### src/rtl/vote_pkg.sv
// Shared voting-path definitions: voter count, collector states, decision codes.
package vote_pkg;

    localparam int N_VOTERS = 4;

    typedef enum logic [1:0] {
        IDLE    = 2'd0,
        COLLECT = 2'd1,
        PRESENT = 2'd2
    } collect_state_t;

    // One-hot decision codes consumed by the downstream decision stage.
    localparam logic [2:0] DEC_TAIL = 3'b100;  // 0-1 yes
    localparam logic [2:0] DEC_TIE  = 3'b010;  // 2 yes
    localparam logic [2:0] DEC_WIN  = 3'b001;  // 3-4 yes

    function automatic logic [2:0] decide(input logic [N_VOTERS-1:0] ballot);
        int yes;
        yes = 0;
        for (int i = 0; i < N_VOTERS; i++) begin
            yes += int'(ballot[i]);
        end
        if (yes >= 3) begin
            return DEC_WIN;
        end else if (yes == 2) begin
            return DEC_TIE;
        end
        return DEC_TAIL;
    endfunction

endpackage

### src/rtl/window_timer.sv
// Voting-window counter: clear loads 0, run increments, expire flags the last window cycle.
// Latency: expire is decoded from the registered count, valid in the same cycle as the count.
// Backpressure: none; the collector decides when to run or reload.
module window_timer
    import vote_pkg::*;
#(
    parameter int WINDOW_CYCLES = 1000,
    parameter int CNT_W         = $clog2(WINDOW_CYCLES)
) (
    input  logic clk,
    input  logic rst_n,
    input  logic clear,
    input  logic run,
    output logic expire
);

    localparam logic [CNT_W-1:0] LAST = CNT_W'(WINDOW_CYCLES - 1);

    logic [CNT_W-1:0] cnt;

    always_ff @(posedge clk or negedge rst_n) begin
        if (!rst_n) begin
            cnt <= '0;
        end else if (clear) begin
            cnt <= '0;
        end else if (run) begin
            cnt <= cnt + 1'b1;
        end
    end

    assign expire = run && (cnt == LAST);

endmodule

### src/rtl/ballot_collector.sv
// Collects at most one vote per voter inside a timed window, then offers the ballot downstream.
// Latency: ballot_valid rises the cycle after the fourth distinct vote or the last window cycle.
// Backpressure: ballot, timeout and voted hold in PRESENT until ballot_ready; new votes are ignored.
module ballot_collector
    import vote_pkg::*;
#(
    parameter int WINDOW_CYCLES = 1000,
    parameter int CNT_W         = $clog2(WINDOW_CYCLES)
) (
    input  logic                clk,
    input  logic                rst_n,
    input  logic                start,
    input  logic [N_VOTERS-1:0] vote_en,
    input  logic [N_VOTERS-1:0] vote_val,
    input  logic                ballot_ready,
    output logic [N_VOTERS-1:0] ballot,
    output logic                ballot_valid,
    output logic                timeout,
    output logic [N_VOTERS-1:0] voted,
    output logic                busy
);

    localparam logic [N_VOTERS-1:0] ALL_VOTED = {N_VOTERS{1'b1}};

    collect_state_t      state;
    logic                timer_clear;
    logic                timer_run;
    logic                expire;
    logic [N_VOTERS-1:0] new_vote;
    logic [N_VOTERS-1:0] nxt_voted;
    logic [N_VOTERS-1:0] nxt_ballot;

    assign timer_clear = (state == IDLE) && start;
    assign timer_run   = (state == COLLECT);

    window_timer #(
        .WINDOW_CYCLES (WINDOW_CYCLES),
        .CNT_W         (CNT_W)
    ) u_window_timer (
        .clk    (clk),
        .rst_n  (rst_n),
        .clear  (timer_clear),
        .run    (timer_run),
        .expire (expire)
    );

    // Only first-time voters update the ballot; repeat strobes leave earlier votes intact.
    assign new_vote   = vote_en & ~voted;
    assign nxt_voted  = voted | new_vote;
    assign nxt_ballot = (ballot & ~new_vote) | (vote_val & new_vote);

    always_ff @(posedge clk or negedge rst_n) begin
        if (!rst_n) begin
            state        <= IDLE;
            ballot       <= '0;
            voted        <= '0;
            timeout      <= 1'b0;
            ballot_valid <= 1'b0;
            busy         <= 1'b0;
        end else begin
            case (state)
                IDLE: begin
                    if (start) begin
                        state   <= COLLECT;
                        ballot  <= '0;
                        voted   <= '0;
                        timeout <= 1'b0;
                        busy    <= 1'b1;
                    end
                end
                COLLECT: begin
                    ballot <= nxt_ballot;
                    voted  <= nxt_voted;
                    if (nxt_voted == ALL_VOTED) begin
                        state        <= PRESENT;
                        timeout      <= 1'b0;
                        ballot_valid <= 1'b1;
                    end else if (expire) begin
                        state        <= PRESENT;
                        timeout      <= 1'b1;
                        ballot_valid <= 1'b1;
                    end
                end
                PRESENT: begin
                    if (ballot_ready) begin
                        state        <= IDLE;
                        ballot_valid <= 1'b0;
                        busy         <= 1'b0;
                    end
                end
                default: begin
                    state        <= IDLE;
                    ballot_valid <= 1'b0;
                    busy         <= 1'b0;
                end
            endcase
        end
    end

endmodule
### config.mk
export PLATFORM = sky130hd
export DESIGN_NAME = ballot_collector
export DESIGN_NICKNAME = d
export VERILOG_FILES = /design/src/rtl/vote_pkg.sv /design/src/rtl/window_timer.sv /design/src/rtl/ballot_collector.sv
export SDC_FILE = /design/constraint.sdc
export NUM_CORES = 1
export LEC_CHECK = 0
export ABC_CLOCK_PERIOD_IN_PS = 1900
export CAP_MARGIN = 10
export CELL_PAD_IN_SITES_DETAIL_PLACEMENT = 0
export CELL_PAD_IN_SITES_GLOBAL_PLACEMENT = 1
export CORE_ASPECT_RATIO = 1.25
export CORE_MARGIN = 5
export CORE_UTILIZATION = 35
export CTS_BUF_LIST = sky130_fd_sc_hd__clkbuf_4
export DETAILED_ROUTE_END_ITERATION = 6
export PLACE_DENSITY = 0.7
export SLEW_MARGIN = 20
export SYNTH_ARGS = -nofsm -noshare
export SYNTH_HDL_FRONTEND = slang
export SYNTH_SLANG_ARGS = --single-unit
export TNS_END_PERCENT = 100
### constraint.sdc
create_clock -name clk -period 1.9 [get_ports clk]
set_clock_uncertainty 0.1 [all_clocks]
set_input_delay 0.38 -clock clk [delete_from_list [all_inputs] [get_ports clk]]
set_output_delay 0.38 -clock clk [all_outputs]
set_load 0.02 [all_outputs]
; ---- Word level (Yosys, flattened, before mapping)
; Cells that the tools add are included.
[totals]
ff_bits = 23
input_bits = 12
output_inout_bits = 11
word_cells = 53
[op_classes]
n_addsub = 1
eq_ne = 7
mux = 19
n_bitwise = 9
n_reduce_logical = 10
[ops]
columns = operator, n
row1 = $mux 10, 2
row2 = $pmux 4 s2, 2
row3 = $and 4x4->4, 3
row4 = $reduce_and 3->1, 4
row5 = $add 10x1->10 const B, 1
row6 = $eq 10x10->1 const B, 1
row7 = $mux 2, 4
row8 = $not 4->4, 2
row9 = $or 4x4->4, 2
row10 = $mux 1, 6
row11 = $pmux 1 s3, 2
row12 = $pmux 2 s3, 1
row13 = $eq 4x4->1 const B, 1
row14 = $mux 4, 1
row15 = $ne 2x2->1 const B, 2
row16 = $reduce_bool 2->1, 2
row17 = $ne 3x3->1 const B, 1
row18 = $eq 2x1->1 const B, 1
row19 = $eq 2x2->1 const B, 1
row20 = $logic_and 1x1->1, 2
row21 = $logic_not 2->1, 1
row22 = $not 1->1, 2
row23 = $pmux 1 s2, 1
row24 = $reduce_and 2->1, 1

; ---- Longest topological paths before layout
[logic_depth]
ltp_word = 6
ltp_mapped = 6
mapped_depth_nobuf = 5

; ---- By module
; From an unflattened synthesis, not the netlist that was laid out.
[hier_totals]
hier_cells = 112
area_unflattened_um2 = 1142.3
[by_module_without_submodules]
columns = module, n_inst, cells_per_inst, area_per_inst_um2, seq_area_each_um2
row1 = ballot_collector, 1, 60, 624.3, 325.3
row2 = window_timer, 1, 52, 518.0, 250.2

; ---- Least setup slack after synthesis
; OpenSTA, ideal clock, no wires.
[synth_timing]
kind = register to register
from = register u_window_timer.cnt[0]
to = register state[0]
t_arrival_ps = 1299
required_time_ps = 1682
path_slack_ps = 383
path_stages_with_launch = 6
n_path_buf = 0
cell_sequence = dfrtp_1 > ha_1 > nand4b_1 > or3_1 > and2_4 > a21o_1
[synth_via]
elab_chain_len = 4
[synth_lines]
columns = item, line_no
row1 = from (decl), window_timer.sv:19  ; logic [CNT_W-1:0] cnt;
row2 = from (signal assigned), window_timer.sv:27  ; cnt <= cnt + 1'b1;
row3 = $eq 10x10->1, window_timer.sv:31  ; assign expire = run && (cnt == LAST);
row4 = $logic_and 1x1->1, window_timer.sv:31
row5 = $ne 3x3->1 (no source line), n/a
row6 = $reduce_and 3->1 (no source line), n/a
row7 = to (signal assigned), ballot_collector.sv:54  ; state <= IDLE;
row8 = to (signal assigned), ballot_collector.sv:64  ; state <= COLLECT;
row9 = to (signal assigned), ballot_collector.sv:75  ; state <= PRESENT;
row10 = to (decl), ballot_collector.sv:25  ; collect_state_t state;
; Every way passes these cells.
; A chain may end at the register's enable or synchronous reset.

; ---- Final worst setup path
[layout_timing]
from = register voted[2]
to = output port voted[2]
[layout_rtl]
columns = item, line_no
row1 = from (decl), ballot_collector.sv:19  ; output logic [N_VOTERS-1:0] voted,
row2 = from (signal assigned), ballot_collector.sv:73  ; voted <= nxt_voted;
; No word-level cell between the ends.

==> metrics.txt <==
status=complete, no violations; Critical R2R Launch=u_window_timer.cnt[0]$_DFFE_PN0P_; FF-to-FF End=state[0]$_DFFE_PN0P_; crit start category=flop; Pint=about 0.0012 W; Final nets=156; Setup TNS=0 ns; most frequent cells in the layout=23 x dfrtp_1, 20 x clkdlybuf4s50_1, 14 x nand2_1, 11 x o21ai_0, 9 x a21oi_1; initial core utilization=between 30 and 40%; WHS=0.291 ns; hpwl dp=1820 um; Port Buffers=22; Detail Route Antenna Nets=0; Critical Path End Type=primary output; placed cells=175; wire length per cell=13.7 um; GPL Wtd Cong=between 0.7 and 0.8; Slew @ Worst Pin=0.419 ns; Synth cell types=36; fin cells=179; # DRC=0; Total Routing Usage GR=13.0%; CP required=1.42 ns; vias in the first global route=940; Post-synth top flop=dfrtp_1; Hold Path Class=in -> async; flop-to-flop setup slack=0.24 ns; synthesized instance count=115; clock buffer count from CTS=3; R2R depth=5; Design Area, Final=about 1400 um2; most common cell after layout, fill and taps aside=dfrtp_1; Fmax=542 MHz; initial antenna violation count=0; Synth Warn #=0; Pre-antenna DRT Iters=4; largest net degree at the start of global routing=24; # Max-Cap Violations=0; final slew viol count=0; post-synthesis instance area=1120 um2; synthesized flop and latch total=23; Leak Pwr=0.661 nW; fin crit share=97.2%; CP max stage delay=0.63 ns; final wirelength=between 2000 and 2500 um; CP Data Arrival Time=1.37 ns; Cell Area, Placed=1390 um2; PD cells=1450 nW/um2; Core ar.=about 3100 um2; Skew-Pair Late Insertion Delay=0.32 ns; H-tree depth=1; Initial DRC Count=26; first-pass GRT wire length=4330 um; total grt overflow=0; PnR Total Power=0.00207 W; antenna fix cells=0; root buffer cell=clkbuf_4; Post-synth EDFFs=0; Async S/R FF share, synth=100%; post-synthesis sequential area ratio=51.4%; master of the slowest instance on the critical path=clkdlybuf4s50_1; Bufs and invs on worst path=1; Core Rows=23; syn_nets=128; Clock transition at path regs=0.14 ns; RSZ-0062 raised after global routing=no; fraction of layout cells with a size suffix above 1=around a tenth; IR drop worst, VDD=between 0.6 and 0.7 mV; Sink Count=23; Fin. Hold Viols=0; vias per std cell=5.20; die width=60.6 um; relative slew slack=72.1%; CP Cell Sequence=clkdlybuf4s50_1; chip height=about 73 um; Layout fillers=approximately 320; sequential power share=37.9%; synthesis-to-finish area growth=27.4%; CP Class=reg -> out; minimum clock period=between 1.5 and 2 ns; Synth Area per Inst=between 9 and 10 um2; num ports=23; Net Sw Frac=roughly 42%; area of the die=4440 um2; clock share of power=11.9%; Net Sw Power=0.000869 W; Vias=930; kind of cell adding the most delay to the critical path=buffers and inverters; combinational power share=50.2%; # setup viols final=0; crit-path max FO=4; clock buffer depth=2; CTS tree=yes
[metrics by stage]
step	utilization [%]	setup WS, ns
after floorplan	-	0.383
after global placement	44.4	0.112
after detailed placement	44.4	0.111
after CTS	45.3	0.0393
after global routing	45.5	0.00640
final	45.5	0.0537
[power groups by stage]
stage / registers [W] / logic [W] / clock network, W
2_1_floorplan: 0.000894 / 0.000557 / 0
3_3_place_gp: 0.000795 / 0.00105 / 0
3_5_place_dp: 0.000794 / 0.00106 / 0
4_1_cts: 0.000786 / 0.00106 / 0.000253
5_1_grt: 0.000815 / 0.00116 / 0.000269
6_report: 0.000784 / 0.00104 / 0.000246
[Yosys cell counts (2+ instances only)]
library cell	count	area [um2]
nand2_1	14	52.6
nand4_1	7	43.8
buf_2	2	10.0
nor2_1	8	30.0
buf_6	2	22.5
dfrtp_1	23	576
nand3_1	3	15.0
o21ai_1	3	15.0
o21ai_0	11	55.1
inv_1	7	26.3
a21oi_1	9	45.0
and3_1	2	12.5
[metal layers]
metal / part of all wire [%] / GRT usage [%] / up-vias
li1: - / - / 462
met2: 48 / 20.0 / 20
met4: 1.4 / 4.34 / 0
met3: 4.1 / 2.48 / 4
met1: 47 / 18.1 / 444
met5: 0 / 0 / -
[registers in the layout, summed over array words and instances (netlist names)]
signal,flops
ballot_valid,1
voted,4
busy,1
u_window_timer.cnt,10
ballot,4
state,2
timeout,1
[cells by family after synthesis]
kind of cell | after synthesis | synth area share (%)
xor+xnor | 2 | 1.56
compound gates | 34 | 18.4
buf+inv | 11 | 5.25
simple gates | 43 | 21.3
flops | 23 | 51.4
fa+ha+maj | 1 | 1.12
mux | 1 | 0.894
[worst max path at each step]
stage / startpoint / end / slack [ns] / cells past startpoint
final: voted[2]$_DFFE_PN0P_ / voted[2] / 0.05 / 1
after global routing: voted[3]$_DFFE_PN0P_ / voted[3] / 0.006 / 1
after CTS: voted[2]$_DFFE_PN0P_ / voted[2] / 0.04 / 1
after detailed placement: vote_en[0] / state[0]$_DFFE_PN0P_ / 0.11 / 5
after global placement: vote_en[0] / state[0]$_DFFE_PN0P_ / 0.11 / 5
after floorplan: u_window_timer.cnt[0]$_DFFE_PN0P_ / state[0]$_DFFE_PN0P_ / 0.38 / 5
[layout make-up]
class	count	area, um2	area share, %
inverters	7	26.3	1.84
multi-input cells	81	485	34.0
clock buffers	4	30.0	2.11
flip-flops and latches	23	576	40.4
repair buffers	27	263	18.4
well taps	37	46.3	3.25
[timing repair]
action                     CTS  global route
setup buffers                0             0
setup endpoints to repair    0             2
gates resized for setup      0             2
hold buffers                 0             0
No activity file was read; power rests on OpenSTA's default activity.
